==> src/rtl/delay_sum_beamformer.sv <==
// delay_sum_beamformer: per-channel delay lines, serial channel sum, scaled result per frame.
// Optional feature macro: BF_SATURATE_EN (clamp the scaled sum instead of wrapping).
// Ports:
//   i_clk, i_rst_n        clock, asynchronous active-low reset
//   i_in_valid, i_in_data frame strobe and N_CH packed signed samples (channel c at [c*W +: W])
//   i_cfg_we/ch/delay     shadow delay write for one channel
//   o_out_valid/o_out_data one-cycle result strobe and held scaled sum
//   o_busy, o_overrun     summing in progress, sticky dropped-frame flag
module delay_sum_beamformer #(
    parameter int N_CH  = 4,
    parameter int W     = 16,
    parameter int DEPTH = 16,
    parameter int SHIFT = $clog2(N_CH)
) (
    input  logic                       i_clk,
    input  logic                       i_rst_n,
    input  logic                       i_in_valid,
    input  logic [N_CH*W-1:0]          i_in_data,
    input  logic                       i_cfg_we,
    input  logic [$clog2(N_CH)-1:0]    i_cfg_ch,
    input  logic [$clog2(DEPTH)-1:0]   i_cfg_delay,
    output logic                       o_out_valid,
    output logic [W-1:0]               o_out_data,
    output logic                       o_busy,
    output logic                       o_overrun
);
    localparam int CW = $clog2(N_CH);
    localparam int DW = $clog2(DEPTH);
    localparam int AW = W + CW;

    typedef enum logic [1:0] {IDLE, ACC, OUT} state_t;

    state_t                r_state, w_next;
    logic [W-1:0]          r_buf [N_CH][DEPTH];
    logic [DW-1:0]         r_shadow [N_CH];
    logic [DW-1:0]         r_active [N_CH];
    logic [DW-1:0]         r_wr_ptr;
    logic [CW-1:0]         r_ch;
    logic signed [AW-1:0]  r_acc;
    logic [DW-1:0]         w_rd;
    logic [W-1:0]          w_samp;
    logic [W-1:0]          w_scaled;
    logic                  w_accept;

    assign w_accept = i_in_valid && (r_state == IDLE);
    assign o_busy   = (r_state != IDLE);
    // The current frame sits one slot behind the already-advanced write pointer.
    assign w_rd     = r_wr_ptr - DW'(1) - r_active[r_ch];
    assign w_samp   = r_buf[r_ch][w_rd];

`ifdef BF_SATURATE_EN
    localparam logic signed [AW-1:0] SAT_MAX = AW'((2 ** (W - 1)) - 1);
    localparam logic signed [AW-1:0] SAT_MIN = ~SAT_MAX;
    logic signed [AW-1:0] w_sh;
    assign w_sh     = r_acc >>> SHIFT;
    assign w_scaled = (w_sh > SAT_MAX) ? SAT_MAX[W-1:0] :
                      (w_sh < SAT_MIN) ? SAT_MIN[W-1:0] : w_sh[W-1:0];
`else
    assign w_scaled = W'(r_acc >>> SHIFT);
`endif

    always_comb begin
        w_next = r_state;
        case (r_state)
            IDLE:    w_next = i_in_valid ? ACC : IDLE;
            ACC:     w_next = (r_ch == CW'(N_CH - 1)) ? OUT : ACC;
            OUT:     w_next = IDLE;
            default: w_next = IDLE;
        endcase
    end

    always_ff @(posedge i_clk or negedge i_rst_n) begin
        if (!i_rst_n) begin
            r_state     <= IDLE;
            r_wr_ptr    <= '0;
            r_ch        <= '0;
            r_acc       <= '0;
            o_out_valid <= 1'b0;
            o_out_data  <= '0;
            o_overrun   <= 1'b0;
            for (int c = 0; c < N_CH; c++) begin
                r_shadow[c] <= '0;
                r_active[c] <= '0;
                for (int d = 0; d < DEPTH; d++) r_buf[c][d] <= '0;
            end
        end else begin
            r_state     <= w_next;
            o_out_valid <= (r_state == OUT);
            if (w_accept) begin
                for (int c = 0; c < N_CH; c++) begin
                    r_buf[c][r_wr_ptr] <= i_in_data[c*W +: W];
                    r_active[c]        <= r_shadow[c];
                end
                r_wr_ptr <= r_wr_ptr + DW'(1);
                r_acc    <= '0;
                r_ch     <= '0;
            end
            if (i_in_valid && r_state != IDLE) o_overrun <= 1'b1;
            if (r_state == ACC) begin
                r_acc <= r_acc + {{CW{w_samp[W-1]}}, w_samp};
                r_ch  <= r_ch + CW'(1);
            end
            if (r_state == OUT) o_out_data <= w_scaled;
            if (i_cfg_we && int'(i_cfg_ch) < N_CH) r_shadow[i_cfg_ch] <= i_cfg_delay;
        end
    end
endmodule
==> config.mk <==
export PLATFORM = sky130hd
export DESIGN_NAME = delay_sum_beamformer
export DESIGN_NICKNAME = d
export VERILOG_FILES = /design/src/rtl/delay_sum_beamformer.sv
export SDC_FILE = /design/constraint.sdc
export NUM_CORES = 1
export LEC_CHECK = 0
export BUFFER_PORTS_ARGS = -buffer_cell sky130_fd_sc_hd__clkbuf_2
export CAP_MARGIN = 20
export CORE_UTILIZATION = 55
export CTS_CLUSTER_SIZE = 20
export DETAILED_ROUTE_END_ITERATION = 12
export PLACE_DENSITY = 0.71
export RECOVER_POWER = 50
export SYNTH_ARGS = -nofsm -noshare
export SYNTH_HDL_FRONTEND = slang
export SYNTH_SLANG_ARGS = --single-unit
==> constraint.sdc <==
create_clock -name i_clk -period 9.2 [get_ports i_clk]
set_input_delay 1.38 -clock i_clk [delete_from_list [all_inputs] [get_ports i_clk]]
set_output_delay 1.38 -clock i_clk [all_outputs]
set_load 0.005 [all_outputs]
* Yosys cells after proc, flatten, opt, wreduce, memory -nomap -nowiden
Cells that the tools add are included.
** Storage, ports and cells
- Bits in registers :: 1100
- Input port bits :: 74
** Cells by class
- Reduce and logical (&&, ||, !) cells :: 7
- Multiplexer cells :: 25
- Bitwise logic cells :: 4
- $lt $le $gt $ge :: 6
- $add $sub $neg :: 5
- Equality and inequality tests :: 3
** Operator list (number)
- 256-bit bitwise mux :: 4
- 256-bit binary-select mux with 2-bit select :: 1
- 256-bit two-way mux :: 2
- 16-bit binary-select mux with 4-bit select :: 1
- 16-bit demux with 4-bit select :: 1
- 16-bit two-way mux :: 3
- 18-bit two-way mux :: 2
- 18-bit adder :: 1
- 16-bit bitwise mux :: 1
- 4-bit two-way mux :: 3
- 5-bit >= comparator, second input constant :: 2
- 4-bit NOT with 5-bit output :: 2
- 4-bit binary-select mux with 2-bit select :: 1
- 4-bit demux with 2-bit select :: 1
- 3-bit >= comparator, second input constant :: 2
- 2-bit two-way mux :: 3
- 2-bit NOT with 3-bit output :: 2
- 5-bit by 1-bit less-than comparator with 1-bit output, second input constant :: 1
- 4-bit by 1-bit adder with 4-bit output, second input constant :: 1
- 2-bit equality test, second input constant :: 2
- 1-bit logical AND :: 4
- 2-bit one-hot mux with 2 select lines :: 1
- 2-bit nonzero test :: 2
- 4-bit by 1-bit subtractor with 4-bit output, second input constant :: 1
- other kinds (6) :: 6

* Longest topological paths before layout
Gate-level depths: netlist of run 1.
- Depth after elaboration :: 11
- Mapped depth :: 25
- Gate-level depth less buffers :: 20

* Worst setup path after synthesis of run 1
No wires, ideal clock.
- Path type :: register to register
- Start :: register r_ch[0]
- End :: register r_acc[16]
- Setup slack :: 2.608 ns
- Period minus slack after synthesis :: 6.592 ns
- Cell stages (with the launch flop) :: 26
- Data arrival time :: 6.470 ns
- Cell sequence :: dfrtp_1 -> buf_6 -> buf_6 -> buf_2 -> buf_2 -> mux4_2 -> inv_1 -> ha_1 -> inv_1 -> fa_1 -> inv_2 -> buf_1 -> buf_2 -> mux4_2 -> nand2_1 -> a31oi_1 -> ha_1 -> fa_1 -> a21o_1 -> a21o_1 -> nand2_1 -> a21oi_1 -> a311o_1 -> o2111a_1 -> or3_1 -> a32o_1
** On the way
- Longest elaborated chain between the ends :: 11
- Elaborated cells between the ends (all ways) :: 14
- Those cells by class :: add/sub: 2; mux: 10; bitwise: 2
** Ends and longest elaborated chain
- from (decl) :: RTL line 38 : logic [CW-1:0] r_ch;
- from (signal assigned) :: RTL line 101 : r_ch <= r_ch + CW'(1);
- 2-bit NOT with 3-bit output (implied by the code) * :: RTL line 48, 49
- 4-bit binary-select mux with 2-bit select :: RTL line 48 : assign w_rd = r_wr_ptr - DW'(1) - r_active[r_ch];
- 4-bit two-way mux (implied by the code) (2 in a row) :: RTL line 48
- 4-bit subtractor :: RTL line 48
- 4-bit NOT with 5-bit output (implied by the code) :: RTL line 49 : assign w_samp = r_buf[r_ch][w_rd];
- 16-bit binary-select mux with 4-bit select * :: RTL line 49
- 16-bit two-way mux (implied by the code) * (2 in a row) :: RTL line 49
- 18-bit adder * :: RTL line 100 : r_acc <= r_acc + {{CW{w_samp[W-1]}}, w_samp};
- 18-bit two-way mux * :: RTL line 99 : if (r_state == ACC) begin
- to (signal assigned) :: RTL line 100
- to (decl) :: RTL line 39 : logic signed [AW-1:0] r_acc;
Every way passes the cells marked *; elsewhere a longest branch is shown, timed or not. The select of a mux whose other input is x is not followed.
A chain may end at the register's enable or synchronous reset.

* Worst setup path after layout of run 1
- Start :: input i_in_valid
- End :: register r_buf[974] (netlist name)
** On the way
- Longest elaborated chain between the ends :: 1
** Ends and longest elaborated chain
- from (decl) :: RTL line 17 : input logic i_in_valid,
- 1-bit logical AND :: RTL line 45 : assign w_accept = i_in_valid && (r_state == IDLE);
- to (signal, indexed assignment) :: RTL line 91 : r_buf[c][r_wr_ptr] <= i_in_data[c*W +: W];
- to (decl) :: RTL line 34 : logic [W-1:0] r_buf [N_CH][DEPTH];
Every way passes these cells.

==> results of run 1 <==
[layout by cell type (no fill, tap or decap), drive strengths merged, types with 5 or more instances in the layout]
master     n
a21o       7
clkbuf   276
bufinv     9
diode     15
o21ai     24
a211oi     7
clkinv    30
mux4     320
nor2b      5
xor2       5
inv       17
and3      19
nand2    139
nor2       7
xnor2     12
dfrtp   1100
ha        25
buf       31
a31oi     15
a21oi     10
mux2    1058
nand3     16
[power by group through the flow]
stage	sequential (mW)	combinational (mW)	clock, mW
floorplan	7.45	7.85	0
CTS	7.86	10.7	4.78
global route	8.10	11.5	4.97
finish	7.89	10.7	4.69
global placement	7.73	10.4	0
detailed placement	7.94	10.7	0
[worst paths after layout]
path	start	depth (start not counted)	slack, ns	endpoint
min	o_overrun	1	0.45	o_overrun
max in group asynchronous	i_rst_n	3	3.42	r_buf[648]
max reg2reg	r_ch[0]	20	2.43	r_acc[16]
min reg2reg	o_overrun	1	0.45	o_overrun
min in group asynchronous	i_rst_n	1	0.77	r_buf[771]
max	i_in_valid	9	2.28	r_buf[974]
[routing by layer]
| layer | track usage | up-vias | routed length [um] |
|---|---|---|---|
| met2 | 0.451 | 613 | 60400 |
| met3 | 0.0362 | 183 | 5010 |
| li1 | - | 11600 | - |
| met1 | 0.365 | 15100 | 50400 |
| met5 | 0 | - | 37 |
| met4 | 0.0908 | 4 | 3650 |
[final cells by class]
type | count | area, um^2
clock buffer | 169 | 3360
antenna | 15 | 37.5
inverter | 14 | 55.1
tap | 1176 | 1470
multi-input combinational | 1721 | 21300
fill | 6510 | 34600
sequential | 1100 | 27500
clock inverter | 45 | 514
timing repair buffer | 138 | 951
[cells in the mapped netlist (all sizes together) (2+ instances only)]
master | n | area share
o21a | 2 | 0.00030
nor2 | 7 | 0.00053
o21bai | 4 | 0.00060
mux4 | 320 | 0.14
nor2b | 5 | 0.00063
clkbuf | 199 | 0.015
xnor3 | 2 | 0.00093
mux2i | 2 | 0.00040
nand3b | 4 | 0.00060
fa | 2 | 0.00080
inv | 14 | 0.0011
a21o | 7 | 0.0011
and3 | 19 | 0.0024
o31ai | 3 | 0.00045
nand4 | 3 | 0.00038
and2 | 3 | 0.00043
nor3 | 2 | 0.00020
xor2 | 5 | 0.0010
xnor2 | 12 | 0.0021
a31oi | 15 | 0.0019
dfrtp | 1100 | 0.55
nand2 | 139 | 0.010
o21ai | 24 | 0.0024
buf | 55 | 0.0062
nand3 | 16 | 0.0016
o211a | 2 | 0.00040
nand2b | 4 | 0.00050
ha | 25 | 0.0063
or3 | 3 | 0.00038
mux2 | 1058 | 0.24
a2111oi | 2 | 0.00035
a211oi | 7 | 0.0011
a21oi | 10 | 0.0010
[flip-flops by register name (all words and copies together), names as in the netlist]
name	flops
r_active	16
r_wr_ptr	4
r_ch	2
o_out_data	16
o_overrun	1
r_acc	18
r_shadow	16
o_out_valid	1
r_state	2
r_buf	1024
[critical path, cell delays in order]
cell,delay [ns]
clkbuf_1,0.10
nand2_1,0.06
clkbuf_1,1.20
nor3_1,0.14
clkbuf_1,0.26
nand2_4,0.10
clkbuf_1,1.58
clkbuf_1,2.10
mux2_2,0.48
[cell families (layout without fill, tap and decap cells)]
| group | after synthesis | after routing | synth area share |
|---|---|---|---|
| DFF | 1100 | 1100 | 0.552 |
| AOI/OAI and AO/OA | 87 | 87 | 0.0115 |
| adders and majority gates | 27 | 27 | 0.00708 |
| xor gates and xnor gates | 19 | 19 | 0.00407 |
| other | 0 | 15 | 0 |
| muxes | 1380 | 1380 | 0.384 |
| buffers and inverters | 268 | 366 | 0.0222 |
| and+or+nand+nor | 208 | 208 | 0.0185 |
[metrics by stage]
stage	utilization	hold WS, ns	cell area [um^2]
6_report	0.615	0.454	55200
5_1_grt	0.615	0.499	55200
4_1_cts	0.613	0.457	55100
3_5_place_dp	0.570	0.443	51200
3_3_place_gp	0.570	0.442	51200
2_1_floorplan	-	0.433	49800
==> metrics.cfg, run 1 <==
[place]
dp_hpwl_mm = 67.2
place_ws_ns = 2.48
place.gp.congestion = 0.825
portBuffers = 92
dp.cells = 4134

[timing]
period_share = 0.753
finClkSkew_ns = 0.0256
period_needed_ns = 6.92
timing.fmax_mhz = 144
hold_violations = 0
setup_viol = 0
rsz0062_at_grt = false
worst_slack_ns = 2.28
worst_slew_pin_slew_ns = 4.24
drv_slew = 1010
relSlewSlack = -1.83
final.setup.tns_ns = 0

[route]
via_per_inst = 6.28
drc_errors = 0
wl_per_cell_um = 27.3
drt_iter0_drc = 1917
dr.pass1.iters = 5
drt_wl_total_mm = 120
drtAntennaViolNets = 0
num_vias = 27500

[run_status]
outcome = finished with violations
violations = max-capacitance violations, max-slew violations

[finish]
drive_above_1_share = 0.528
instances_no_fill = 4378
fin_nets = 3189
syn_to_final_growth_pct = 10.8

[global_routing]
grt_pass1_wl_mm = 185
grt_pass1_vias = 30300
grt_max_degree = 182
grt_usage = 0.269
overflow = 0
antenna_found_initial = 17

[yosys]
synth.avg_cell_area_um2 = 16.1
synth_seq_area_share = 0.552
yosysWarnings = 0
synthCells = 3089
synth-edff-count = 0
synth.cell_area_um2 = 49800
ys_types = 55
ys_ff_latch = 1100
syn_nets = 3190
ys.flop_type = dfrtp_1
async_flop_share = 1.00

[floorplan]
start_util = 0.555
die_w_um = 303
rows = 110
die_h_um = 303
core-area_um2 = 89900
ios = 93
die_area_um2 = 91800

[worst_setup_path]
cp_max_fo = 36
cp.arrival_ns = 7.48
criticalPathCategory = primary input to register
required_ns = 9.75
cp-end-kind = register
cp-start-kind = primary input

[run]
cap_violations = 19

[clock_network]
htreeDepth = 3
post_cts_buffers = 0
cts.hold.buffers_added = 0
clockBufferDepth = 3
cts_root_buffer = clkbuf_16
cts.sinks = 1100
cts_buffers = 113
cts_resized = 0
cts.clk_slew.worst_paths_ns = 0.06
cts_tree = built
worstSkewPairLatency_ns = 0.70

[power_and_ir_drop]
p_int_mw = 14.9
pwr-share-seq = 0.338
p_sw_mw = 8.36
p_leak_nw = 25.5
p_sw_frac = 0.359
powerDensity_nw_per_um2 = 422
combinationalPowerShare = 0.460
max-vdd-ir-drop_mv = 0.506
clockPowerShare = 0.201
power.total_mw = 23.3

[hold_path]
hp-class = register to register

No activity file was read; power rests on OpenSTA's default activity.
==> inputs of run 2 (changes only) <==
==> constraint.sdc (replaced) <==
create_clock -name i_clk -period 7 [get_ports i_clk]
set_input_delay 1.05 -clock i_clk [delete_from_list [all_inputs] [get_ports i_clk]]
set_output_delay 1.05 -clock i_clk [all_outputs]
set_load 0.005 [all_outputs]
==> metrics.cfg, run 2 (synthesis results as in run 1) <==
[run_status]
outcome = finished with violations
violations = max-capacitance violations, max-slew violations

[place]
place_area_um2 = 51400  ; +0.29%
place.gp.congestion = 0.794  ; -3.8%
place_ws_ns = 0.849  ; -1.63 ns
dp.cells = 4147  ; +0.31%
portBuffers = 92  ; unchanged
dp_hpwl_mm = 68.1  ; +1.2%

[route]
drt_iter0_drc = 1841  ; -4.0%
dr.pass1.iters = 6  ; +1
drtAntennaViolNets = 0  ; unchanged
drc_errors = 0  ; unchanged
via_per_inst = 6.29  ; +0.15%
drt_wl_total_mm = 118  ; -1.4%
wl_per_cell_um = 27.0  ; -1.0%
num_vias = 27400  ; -0.22%

[finish]
fin_nets = 3195  ; +0.19%
utilization = 0.616  ; +0.000850
top_regs = r_buf: 1024 flops, r_acc: 18 flops
largest_reg_flops = 1024  ; unchanged
syn_to_final_growth_pct = 11.0
drive_above_1_share = 0.538  ; +0.0101
most-common-layout-cells = 1098 x dfrtp_1, 1058 x mux2_2, 315 x mux4_2, 123 x nand2_1, 109 x clkbuf_16
instances_no_fill = 4362  ; -0.37%
top_register = r_buf
fillers = 6511  ; +0.015%
final_common_cell = dfrtp_1
final_cell_area_um2 = 55300  ; +0.14%

[clock_network]
htreeDepth = 3  ; unchanged
cts_root_buffer = clkbuf_16
worstSkewPairLatency_ns = 0.69  ; about the same
cts.clk_slew.worst_paths_ns = 0.06  ; about the same
clockBufferDepth = 3  ; unchanged
cts_tree = built
cts_resized = 0  ; unchanged
post_cts_buffers = 0  ; unchanged
cts.sinks = 1100  ; unchanged
cts_buffers = 109  ; -3.5%
cts.hold.buffers_added = 0  ; unchanged

[timing]
worst_slew_pin_slew_ns = 5.33  ; +1.09 ns
setup_viol = 0  ; unchanged
final.setup.tns_ns = 0  ; unchanged
worst_slack_ns = 0.902  ; -1.37 ns
period_share = 0.871
drv_slew = 104  ; -90%
relSlewSlack = -2.55  ; -0.725
finClkSkew_ns = 0.0185  ; -0.00716 ns
timing.fmax_mhz = 164
period_needed_ns = 6.10
hold_violations = 0  ; unchanged
fin_hold_ws_ns = 0.466  ; +0.0124 ns
rsz0062_at_grt = false

[worst_setup_path]
cp_slowest_stage_delay_ns = 0.84  ; -1.26 ns
r2r-start = r_ch[0]
criticalPathCategory = register to register
required_ns = 7.57  ; -2.18 ns
crit_chain = buf_12, buf_4, mux4_2, mux4_2, nand2_1, and3_1, a31oi_1, ha_1, fa_1, a21o_1, a21o_1, nand2_1, a21oi_1, a311o_1, o2111a_1, or3_1, a32o_1
cp-end-kind = register
cp-start-kind = register
cp_slowest_cell = buf_4
cp-startpoint = r_ch[0]
setup.worst_path.end = r_acc[16]
r2r_end = r_acc[16]
ff2ff_setup_slack_ns = 0.90  ; -1.53 ns
cp.arrival_ns = 6.67  ; -0.81 ns
cp_max_fo = 100  ; +180%
reg2regPathDepth = 17  ; -15%

[run]
cap_violations = 1  ; -18

[floorplan]
ios = 93  ; unchanged
start_util = 0.555  ; unchanged
die_w_um = 303  ; unchanged
rows = 110  ; unchanged
die_h_um = 303  ; unchanged
core-area_um2 = 89900  ; unchanged
die_area_um2 = 91800  ; unchanged

[power_and_ir_drop]
powerDensity_nw_per_um2 = 555  ; +32%
power.total_mw = 30.7  ; +32%
p_leak_nw = 25.7  ; +0.58%
max-vdd-ir-drop_mv = 0.549  ; +8.5%

[global_routing]
grt_pass1_vias = 29900  ; -1.2%
grt_pass1_wl_mm = 183  ; -1.0%
antenna_found_initial = 16  ; -1
grt_max_degree = 200  ; +9.9%
grt_usage = 0.266  ; -0.00320
overflow = 0  ; unchanged

[hold_path]
hp-class = register to register

-- run 2: layout make-up --
cell class	count	area, um^2	share of cell area
antenna	5	12.5	0.000226
clock buffer	165	3240	0.0585
clock inverter	33	414	0.00749
inverter	14	55.1	0.000995
multi-input combinational	1721	21400	0.386
sequential	1100	27500	0.498
tap	1176	1470	0.0266
timing repair buffer	148	1230	0.0222
-- run 2: routing by layer --
layer / share of wire / routed length (um) / global-route usage
met5: 0 / 0 / 0
met1: 0.43 / 51000 / 0.368
met4: 0.024 / 2850 / 0.0706
met2: 0.50 / 59400 / 0.444
met3: 0.040 / 4690 / 0.0377
-- run 2: worst min path at each step --
stage | to | slack (ns) | cells after the start | from
finish | o_overrun | 0.47 | 1 | o_overrun
global route | r_active[6] | 0.49 | 2 | r_shadow[6]
CTS | r_buf[51] | 0.44 | 1 | i_rst_n
detailed placement | r_active[8] | 0.46 | 2 | r_shadow[8]
global placement | o_overrun | 0.44 | 1 | o_overrun
floorplan | r_active[0] | 0.43 | 2 | r_shadow[0]
-- run 2: worst max-delay path, delay by kind of cell, from the launching register on --
| family | cells | cell delay [ns] |
|---|---|---|
| and+or+nand+nor | 4 | 0.64 |
| AOI/OAI and AO/OA | 7 | 1.52 |
| buffers and inverters | 2 | 1.45 |
| muxes | 2 | 1.07 |
| DFF | 1 | 0.46 |
| adders and majority gates | 2 | 0.77 |
-- run 2: power breakdown --
part	switching [mW]	total [mW]	internal, mW
clock network	2.46	5.90	3.44
registers	1.33	10.3	8.93
logic	7.23	14.5	7.30
total	11.0	30.7	19.7
